File: config.mk
export PLATFORM = sky130hd
export DESIGN_NAME = conv_layer_stream
export DESIGN_NICKNAME = d
export VERILOG_FILES = /design/src/rtl/conv_layer_stream.sv
export SDC_FILE = /design/constraint.sdc
export NUM_CORES = 1
export LEC_CHECK = 0
export CAP_MARGIN = 20
export CORE_AREA = 2 2 198 200
export DETAILED_ROUTE_END_ITERATION = 12
export DIE_AREA = 0 0 200 202
export SLEW_MARGIN = 20
export SYNTH_ARGS = -nofsm -noshare
export SYNTH_HDL_FRONTEND = slang
export SYNTH_SLANG_ARGS = --single-unit
export TNS_END_PERCENT = 10
File: constraint.sdc
create_clock -name clk -period 28.8 [get_ports clk]
set_clock_uncertainty 0.15 [all_clocks]
set_input_delay 8.64 -clock clk [delete_from_list [all_inputs] [get_ports clk]]
set_output_delay 8.64 -clock clk [all_outputs]
set_load 0.02 [all_outputs]
File: src/rtl/conv_layer_stream.sv
// conv_layer_stream: sequential multi-channel convolution layer.
// One multiply-accumulate per cycle, bias preloaded into the accumulator,
// optional ReLU, saturation at the output, and pixels streamed row-major
// over a valid/ready handshake.
module conv_layer_stream #(
  parameter int    DATA_WIDTH  = 8,
  parameter int    KDATA_WIDTH = 8,
  parameter int    KERNEL_SIZE = 3,
  parameter int    IMGROW      = 7,
  parameter int    IMGCOL      = 7,
  parameter int    IN_CH       = 1,
  parameter int    STRIDE      = 1,
  parameter int    OUT_WIDTH   = 16,
  parameter string ACTIVATION  = "RELU"
) (
  input  logic                                            clk,
  input  logic                                            rst,
  input  logic                                            start,
  input  logic signed [DATA_WIDTH-1:0]                    image  [IN_CH][IMGROW][IMGCOL],
  input  logic signed [KDATA_WIDTH-1:0]                   kernel [IN_CH][KERNEL_SIZE][KERNEL_SIZE],
  input  logic signed [DATA_WIDTH+KDATA_WIDTH-1:0]        bias,
  output logic                                            out_valid,
  input  logic                                            out_ready,
  output logic signed [OUT_WIDTH-1:0]                     out_data,
  output logic [$clog2((IMGROW-KERNEL_SIZE)/STRIDE+1):0]  out_row,
  output logic [$clog2((IMGCOL-KERNEL_SIZE)/STRIDE+1):0]  out_col,
  output logic                                            busy,
  output logic                                            layer_done_out
);

  localparam int OROW  = (IMGROW-KERNEL_SIZE)/STRIDE+1;
  localparam int OCOL  = (IMGCOL-KERNEL_SIZE)/STRIDE+1;
  localparam int N     = IN_CH*KERNEL_SIZE*KERNEL_SIZE;
  localparam int PW    = DATA_WIDTH+KDATA_WIDTH;
  localparam int ACC_W = PW+$clog2(N)+2;
  localparam int RW    = $clog2(OROW)+1;
  localparam int CW    = $clog2(OCOL)+1;
  localparam int RIW   = (IMGROW > 1) ? $clog2(IMGROW) : 1;
  localparam int CIW   = (IMGCOL > 1) ? $clog2(IMGCOL) : 1;
  localparam int CHW   = (IN_CH > 1) ? $clog2(IN_CH) : 1;
  localparam int KIW   = (KERNEL_SIZE > 1) ? $clog2(KERNEL_SIZE) : 1;
  localparam bit USE_RELU = (ACTIVATION == "RELU");

  // Output clamp limits, expressed at accumulator width.
  localparam logic signed [ACC_W-1:0] SAT_MAX = {{(ACC_W-OUT_WIDTH+1){1'b0}}, {(OUT_WIDTH-1){1'b1}}};
  localparam logic signed [ACC_W-1:0] SAT_MIN = {{(ACC_W-OUT_WIDTH+1){1'b1}}, {(OUT_WIDTH-1){1'b0}}};

  localparam logic [1:0] S_IDLE = 2'd0;
  localparam logic [1:0] S_MAC  = 2'd1;
  localparam logic [1:0] S_EMIT = 2'd2;
  localparam logic [1:0] S_DONE = 2'd3;

  logic [1:0]               state_reg;
  logic signed [ACC_W-1:0]  acc_reg;
  logic [RW-1:0]            orow_reg;
  logic [CW-1:0]            ocol_reg;
  logic [CHW-1:0]           c_reg;
  logic [KIW-1:0]           i_reg;
  logic [KIW-1:0]           j_reg;
  logic signed [OUT_WIDTH-1:0] out_data_reg;

  logic [RIW-1:0]           row_idx;
  logic [CIW-1:0]           col_idx;
  logic signed [DATA_WIDTH-1:0]  pix;
  logic signed [KDATA_WIDTH-1:0] coef;
  logic signed [PW-1:0]     prod;
  logic signed [ACC_W-1:0]  acc_sum;
  logic signed [ACC_W-1:0]  act_val;
  logic signed [ACC_W-1:0]  sat_val;
  logic signed [ACC_W-1:0]  bias_ext;
  logic                     last_tap;
  logic                     last_px;

  // Current tap: fetch sample and coefficient, form the next accumulator and its activated/clamped value.
  always_comb begin
    row_idx  = RIW'(int'(orow_reg)*STRIDE + int'(i_reg));
    col_idx  = CIW'(int'(ocol_reg)*STRIDE + int'(j_reg));
    pix      = image[c_reg][row_idx][col_idx];
    coef     = kernel[c_reg][i_reg][j_reg];
    prod     = pix * coef;
    acc_sum  = acc_reg + {{(ACC_W-PW){prod[PW-1]}}, prod};
    bias_ext = {{(ACC_W-PW){bias[PW-1]}}, bias};
    act_val  = (USE_RELU && acc_sum[ACC_W-1]) ? '0 : acc_sum;
    if (act_val > SAT_MAX)      sat_val = SAT_MAX;
    else if (act_val < SAT_MIN) sat_val = SAT_MIN;
    else                        sat_val = act_val;
    last_tap = (c_reg == CHW'(IN_CH-1)) && (i_reg == KIW'(KERNEL_SIZE-1)) &&
               (j_reg == KIW'(KERNEL_SIZE-1));
    last_px  = (orow_reg == RW'(OROW-1)) && (ocol_reg == CW'(OCOL-1));
  end

  // Layer sequencer: tap walk (channel, row, column), pixel walk and handshake.
  always_ff @(posedge clk) begin
    if (!rst) begin
      state_reg    <= S_IDLE;
      acc_reg      <= '0;
      orow_reg     <= '0;
      ocol_reg     <= '0;
      c_reg        <= '0;
      i_reg        <= '0;
      j_reg        <= '0;
      out_data_reg <= '0;
    end else begin
      case (state_reg)
        S_IDLE: begin
          if (start) begin
            state_reg <= S_MAC;
            acc_reg   <= bias_ext;
            orow_reg  <= '0;
            ocol_reg  <= '0;
            c_reg     <= '0;
            i_reg     <= '0;
            j_reg     <= '0;
          end
        end
        S_MAC: begin
          acc_reg <= acc_sum;
          if (last_tap) begin
            state_reg    <= S_EMIT;
            out_data_reg <= sat_val[OUT_WIDTH-1:0];
            c_reg        <= '0;
            i_reg        <= '0;
            j_reg        <= '0;
          end else if (j_reg == KIW'(KERNEL_SIZE-1)) begin
            j_reg <= '0;
            if (i_reg == KIW'(KERNEL_SIZE-1)) begin
              i_reg <= '0;
              c_reg <= c_reg + 1'b1;
            end else begin
              i_reg <= i_reg + 1'b1;
            end
          end else begin
            j_reg <= j_reg + 1'b1;
          end
        end
        S_EMIT: begin
          if (out_ready) begin
            if (last_px) begin
              state_reg <= S_DONE;
              orow_reg  <= '0;
              ocol_reg  <= '0;
            end else begin
              state_reg <= S_MAC;
              acc_reg   <= bias_ext;
              if (ocol_reg == CW'(OCOL-1)) begin
                ocol_reg <= '0;
                orow_reg <= orow_reg + 1'b1;
              end else begin
                ocol_reg <= ocol_reg + 1'b1;
              end
            end
          end
        end
        default: state_reg <= S_IDLE;
      endcase
    end
  end

  assign out_valid      = (state_reg == S_EMIT);
  assign busy           = (state_reg == S_MAC) || (state_reg == S_EMIT);
  assign layer_done_out = (state_reg == S_DONE);
  assign out_data       = out_data_reg;
  assign out_row        = orow_reg;
  assign out_col        = ocol_reg;

endmodule

==> results of run 1 <==
## layer usage
| metal | vias to the layer above | routed length (µm) |
|---|---|---|
| met5 | - | 104 |
| met4 | 16 | 1190 |
| met3 | 68 | 4770 |
| met2 | 454 | 25000 |
| met1 | 5331 | 21400 |
| li1 | 5124 | - |
## final cells by class
cell class	instances	area share (%)
antenna	12	0.189
clock buffer	5	0.787
multi-input combinational	917	52.9
inverter	108	2.55
sequential	53	6.68
clock inverter	3	0.157
tap	518	4.08
timing repair buffer	522	32.7
## critical path, delay by kind of cell
kind / cells / cell delay, ns
AOI/OAI and AO/OA: 11 / 2.42
adders and majority gates: 6 / 2.77
buffers and inverters: 4 / 0.60
muxes: 2 / 1.03
and+or+nand+nor: 7 / 2.20
## through the flow
step / hold slack, ns / util [%] / cells / area, µm²
after floorplan: 0.284 / - / 1158 / 10300
final: 0.336 / 41.5 / 2138 / 15900
after CTS: 0.343 / 41.4 / 2126 / 15900
after global placement: 0.307 / 41.0 / 2118 / 15700
after global routing: 0.354 / 41.5 / 2137 / 15900
after detailed placement: 0.325 / 41.0 / 2118 / 15700
## kinds of logic (layout without fill, tap and decap cells)
| logic type | after synthesis | in the layout | synth area share [%] |
|---|---|---|---|
| XOR/XNOR | 42 | 42 | 3.80 |
| AND/OR/NAND/NOR | 314 | 314 | 14.5 |
| AO/OA/AOI/OAI | 262 | 262 | 16.5 |
| multiplexers | 181 | 181 | 27.6 |
| adder cells (fa/ha/maj) | 118 | 118 | 18.7 |
| flip-flops | 53 | 53 | 10.3 |
| other | 0 | 12 | 0 |
| buffers and inverters | 188 | 638 | 8.53 |
## cell usage in the layout (no fill, tap or decap), types with 12 or more instances in the layout
cell / Yosys / final
nand3_1: 60 / 60
nor3_1: 19 / 17
ha_1: 59 / 58
nor2_1: 106 / 105
o211ai_1: 17 / 17
a211oi_1: 18 / 18
o21ai_0: 99 / 99
buf_4: 11 / 12
a21oi_1: 43 / 43
dfxtp_1: 53 / 52
nand2_1: 55 / 55
and2_1: 25 / 25
clkdlybuf4s50_1: 0 / 510
mux4_2: 77 / 77
mux2i_1: 89 / 89
xor2_1: 16 / 15
diode_2: 0 / 12
xnor2_1: 24 / 23
fa_1: 59 / 58
mux2_2: 12 / 12
inv_1: 104 / 104
## path summary, 6_finish.rpt
kind / startpoint / endpoint / slack [ns] / cells past startpoint
min reg2reg: out_data[12] / out_data[12] / 0.34 / 2
max reg2reg: i_reg[1] / out_data[14] / 16.47 / 35
min: out_data[12] / out_data[12] / 0.34 / 2
max: image[136] / out_data[14] / 11.10 / 30
==> flow_summary_export.csv, run 1 <==
group,metric,value,unit
status,outcome,"finished clean",
detailed_routing,drt_wl_total,52400,µm
detailed_routing,firstDrtPassIters,5,
timing,slew_violations,0,
final_layout,drive_above_1_share,8.96,%
logic_synthesis,yosysTopAreaCell,"mux4_2",
final_layout,largest_reg_flops,22,
logic_synthesis,ys_seq_area_share,10.3,%
logic_synthesis,netlist_area,10300,µm²
critical_path,endpoint_kind,"flop",
logic_synthesis,netlist_top_cells_count,"nor2_1, inv_1, o21ai_0",
logic_synthesis,synthArstFlopShare,0,%
logic_synthesis,synth_area_leaders,"mux4_2, fa_1, dfxtp_1",
critical_path,crit_path_start_kind,"input port",
place,routabilityCongestion,1.01,
timing,hold_viol,0,
timing,rsz0062_at_grt,"false",
global_route,gr-max-usage-layer,"met2",
floorplanning,initial_utilization,26.8,%
logic_synthesis,netlist_instances,1158,
place,dp_slack,10.83,ns
timing,final-setup-viol-count,0,
detailed_routing,post_drt_wl_per_cell,24.5,µm
detailed_routing,drc,0,
timing,setup_tns,0,ns
global_route,grt_use_met1,32.4,%
global_route,grt.overflow.total,0,
final_layout,multiInputGateArea,8400,µm²
critical_path,cp_slowest_cell,"or4b_2",
final_layout,nFillCells,3837,
global_route,grt_max_degree,61,
global_route,grt_util_met2,41.3,%
critical_path,path_common_cell,"fa_1",
timing,period_needed,17.70,ns
clock_tree,hold_buffers,0,
logic_synthesis,synth-edff-count,0,
critical_path,cp_slowest_stage_delay,0.61,ns
logic_synthesis,synth_most_common_cell,"nor2_1",
logic_synthesis,synth_warnings,0,
clock_tree,path_clk_slew,0.07,ns
global_route,antenna_found_initial,24,
timing,finalCritPeriodShare,61.4,%
global_route,grt_use_met3,8.48,%
floorplanning,row_count,72,
detailed_routing,num_vias,11000,
timing,worst_slew_pin_slew,1.04,ns
timing,slew_headroom,30.5,%
floorplanning,fp.dieH,202,µm
floorplanning,die_w,200,µm
logic_synthesis,synthFlopType,"dfxtp_1",
global_route,grt.total_usage,25.5,%
clock_tree,cts_tree,"done",
clock_tree,h-tree-depth,2,
final_layout,syn_to_final_growth,54.7,%
logic_synthesis,ys_ff_latch,53,
logic_synthesis,synth_top_area_share,16.9,%
logic_synthesis,synth_nets,1760,
clock_tree,cts_buffers,5,
place,port_buffers,510,
min_path,hp-class,"flop to flop",
critical_path,crit_type,"input port to flop",
detailed_routing,drt_iter0_markers,835,
floorplanning,core,38300,µm²
detailed_routing,avgViaCountPerCell,5.14,
clock_tree,root_buffer,"clkbuf_16",
timing,setup_slack,11.10,ns
clock_tree,cts_sinks,53,
timing,max_freq,56.5,MHz
critical_path,cp_max_fo,11,
floorplanning,pin_count,511,
clock_tree,post_cts_buffers,0,
critical_path,critPathRequiredTime,28.80,ns
place,dp.final_hpwl,45200,µm
logic_synthesis,synth_cell_types,74,
clock_tree,clkLatencyLatePin,0.31,ns
detailed_routing,final_antenna_net_count,0,
final_layout,fin_nets,2209,
clock_tree,post_cts_resized,0,
logic_synthesis,avgSynthCellArea,8.88,µm²
clock_tree,clockBufferDepth,2,
global_route,grt_pass1_wl,73900,µm
critical_path,arrival,17.69,ns
final_layout,seqCellArea,1060,µm²
global_route,grt_pass1_vias,11000,
floorplanning,dieArea,40400,µm²
run,maxCapViolCount,0,
Power of run 1 is left out: the tool's default activity adds up to more than one toggle a clock period on the data nets, which glitch-free logic cannot reach.
==> run 2, diff against run 1 <==
--- a/config.mk
+++ b/config.mk
@@ -6,9 +6,9 @@
 export NUM_CORES = 1
 export LEC_CHECK = 0
 export CAP_MARGIN = 20
-export CORE_AREA = 2 2 198 200
+export CORE_AREA = 2 2 200 202
 export DETAILED_ROUTE_END_ITERATION = 12
-export DIE_AREA = 0 0 200 202
+export DIE_AREA = 0 0 202 204
 export SLEW_MARGIN = 20
 export SYNTH_ARGS = -nofsm -noshare
 export SYNTH_HDL_FRONTEND = slang
==> constraint.sdc (replaced) <==
create_clock -name clk -period 14.17 [get_ports clk]
set_clock_uncertainty 0.15 [all_clocks]
set_input_delay 4.251 -clock clk [delete_from_list [all_inputs] [get_ports clk]]
set_output_delay 4.251 -clock clk [all_outputs]
set_load 0.02 [all_outputs]
==> flow_summary_export.csv, run 2 (same netlist as run 1, synthesis figures left out) <==
group,metric,value,unit
detailed_routing,post_drt_wl_per_cell,23.6,µm
status,outcome,"finished clean",
timing,final-setup-viol-count,0,
global_route,grt.total_usage,23.6,%
critical_path,endpoint_kind,"flop",
min_path,hp-class,"flop to flop",
global_route,grt_pass1_vias,11000,
detailed_routing,drc,0,
timing,slew_headroom,30.9,%
final_layout,seqCellArea,1060,µm²
final_layout,multiInputGateArea,8400,µm²
floorplanning,initial_utilization,26.2,%
detailed_routing,drt_iter0_markers,666,
critical_path,cp_slowest_stage_delay,0.62,ns
clock_tree,clkLatencyLatePin,0.31,ns
detailed_routing,drt_wl_total,50500,µm
timing,period_needed,13.35,ns
critical_path,cp_max_fo,11,
critical_path,path_common_cell,"fa_1",
detailed_routing,final_antenna_net_count,0,
clock_tree,root_buffer,"clkbuf_16",
final_layout,final_cell_mix,"clkdlybuf4s50_1, nor2_1, inv_1, o21ai_0, mux2i_1",
floorplanning,core,39200,µm²
global_route,grt.overflow.total,0,
floorplanning,row_count,73,
detailed_routing,firstDrtPassIters,5,
critical_path,timing.critical_path.buf_inv,3,
global_route,grt_max_degree,104,
final_layout,drive_above_1_share,9.02,%
clock_tree,post_cts_buffers,0,
clock_tree,cts_sinks,53,
place,dp.final_hpwl,43400,µm
global_route,antenna_found_initial,12,
floorplanning,dieArea,41200,µm²
clock_tree,path_clk_slew,0.08,ns
floorplanning,fp.dieH,204,µm
timing,finalCritPeriodShare,94.2,%
final_layout,fin_nets,2209,
floorplanning,die_w,202,µm
detailed_routing,avgViaCountPerCell,5.10,
final_layout,largest_reg_flops,22,
clock_tree,hold_buffers,0,
timing,hold_viol,0,
clock_tree,post_cts_resized,0,
clock_tree,h-tree-depth,2,
run,maxCapViolCount,0,
floorplanning,pin_count,511,
place,routabilityCongestion,0.942,
timing,setup_tns,0,ns
timing,slew_violations,0,
final_layout,layout_commonest_cell,"clkdlybuf4s50_1",
critical_path,critPathRequiredTime,14.16,ns
final_layout,syn_to_final_growth,54.7,%
clock_tree,cts_buffers,5,
clock_tree,clockBufferDepth,2,
detailed_routing,num_vias,10900,
clock_tree,cts_tree,"done",
global_route,grt_pass1_wl,72000,µm
timing,rsz0062_at_grt,"false",
critical_path,crit_path_start_kind,"input port",
timing,worst_slew_pin_slew,1.04,ns
critical_path,crit_type,"input port to flop",
timing,max_freq,74.9,MHz
critical_path,cp_slowest_cell,"or4b_2",
final_layout,nFillCells,3893,
critical_path,crit_family,"adder cells",
place,port_buffers,510,
critical_path,arrival,13.34,ns
==> run 2: stage by stage <==
| stage | area (µm²) | cells | hold WS, ns | setup WS, ns | util [%] |
|---|---|---|---|---|---|
| 2_1_floorplan | 10300 | 1158 | 0.284 | 2.04 | - |
| 3_3_place_gp | 15700 | 2125 | 0.314 | 0.670 | 40.1 |
| 3_5_place_dp | 15700 | 2125 | 0.319 | 0.570 | 40.1 |
| 4_1_cts | 15900 | 2133 | 0.338 | 0.877 | 40.5 |
| 5_1_grt | 15900 | 2136 | 0.347 | 0.365 | 40.6 |
| 6_report | 15900 | 2137 | 0.336 | 0.818 | 40.6 |
==> run 2: final timing paths <==
kind | from | endpoint | slack [ns] | cells after the start
worst min-delay path | out_data[15] | out_data[15] | 0.34 | 1
worst min register to register | out_data[15] | out_data[15] | 0.34 | 1
worst max-delay path | image[289] | out_data[4] | 0.82 | 30
worst max register to register | i_reg[0] | out_data[4] | 2.28 | 36
==> run 2: layout make-up <==
cell class	count	share of cell area [%]
clock inverters	3	0.165
diodes	4	0.0630
clock buffers	5	0.787
inverters	108	2.55
multi-input cells	917	52.8
well taps	525	4.13
flip-flops and latches	53	6.69
repair buffers	522	32.8
==> run 2: routing by layer <==
layer  up-vias  wire length, µm  global-route usage [%]
met5         -               87                       0
met4        14              997                    4.81
met3        56             4110                    6.07
met2       445            24100                    39.5
met1      5273            21200                    30.6
li1       5107                -                       -
Power of run 2 is left out for the same reason.
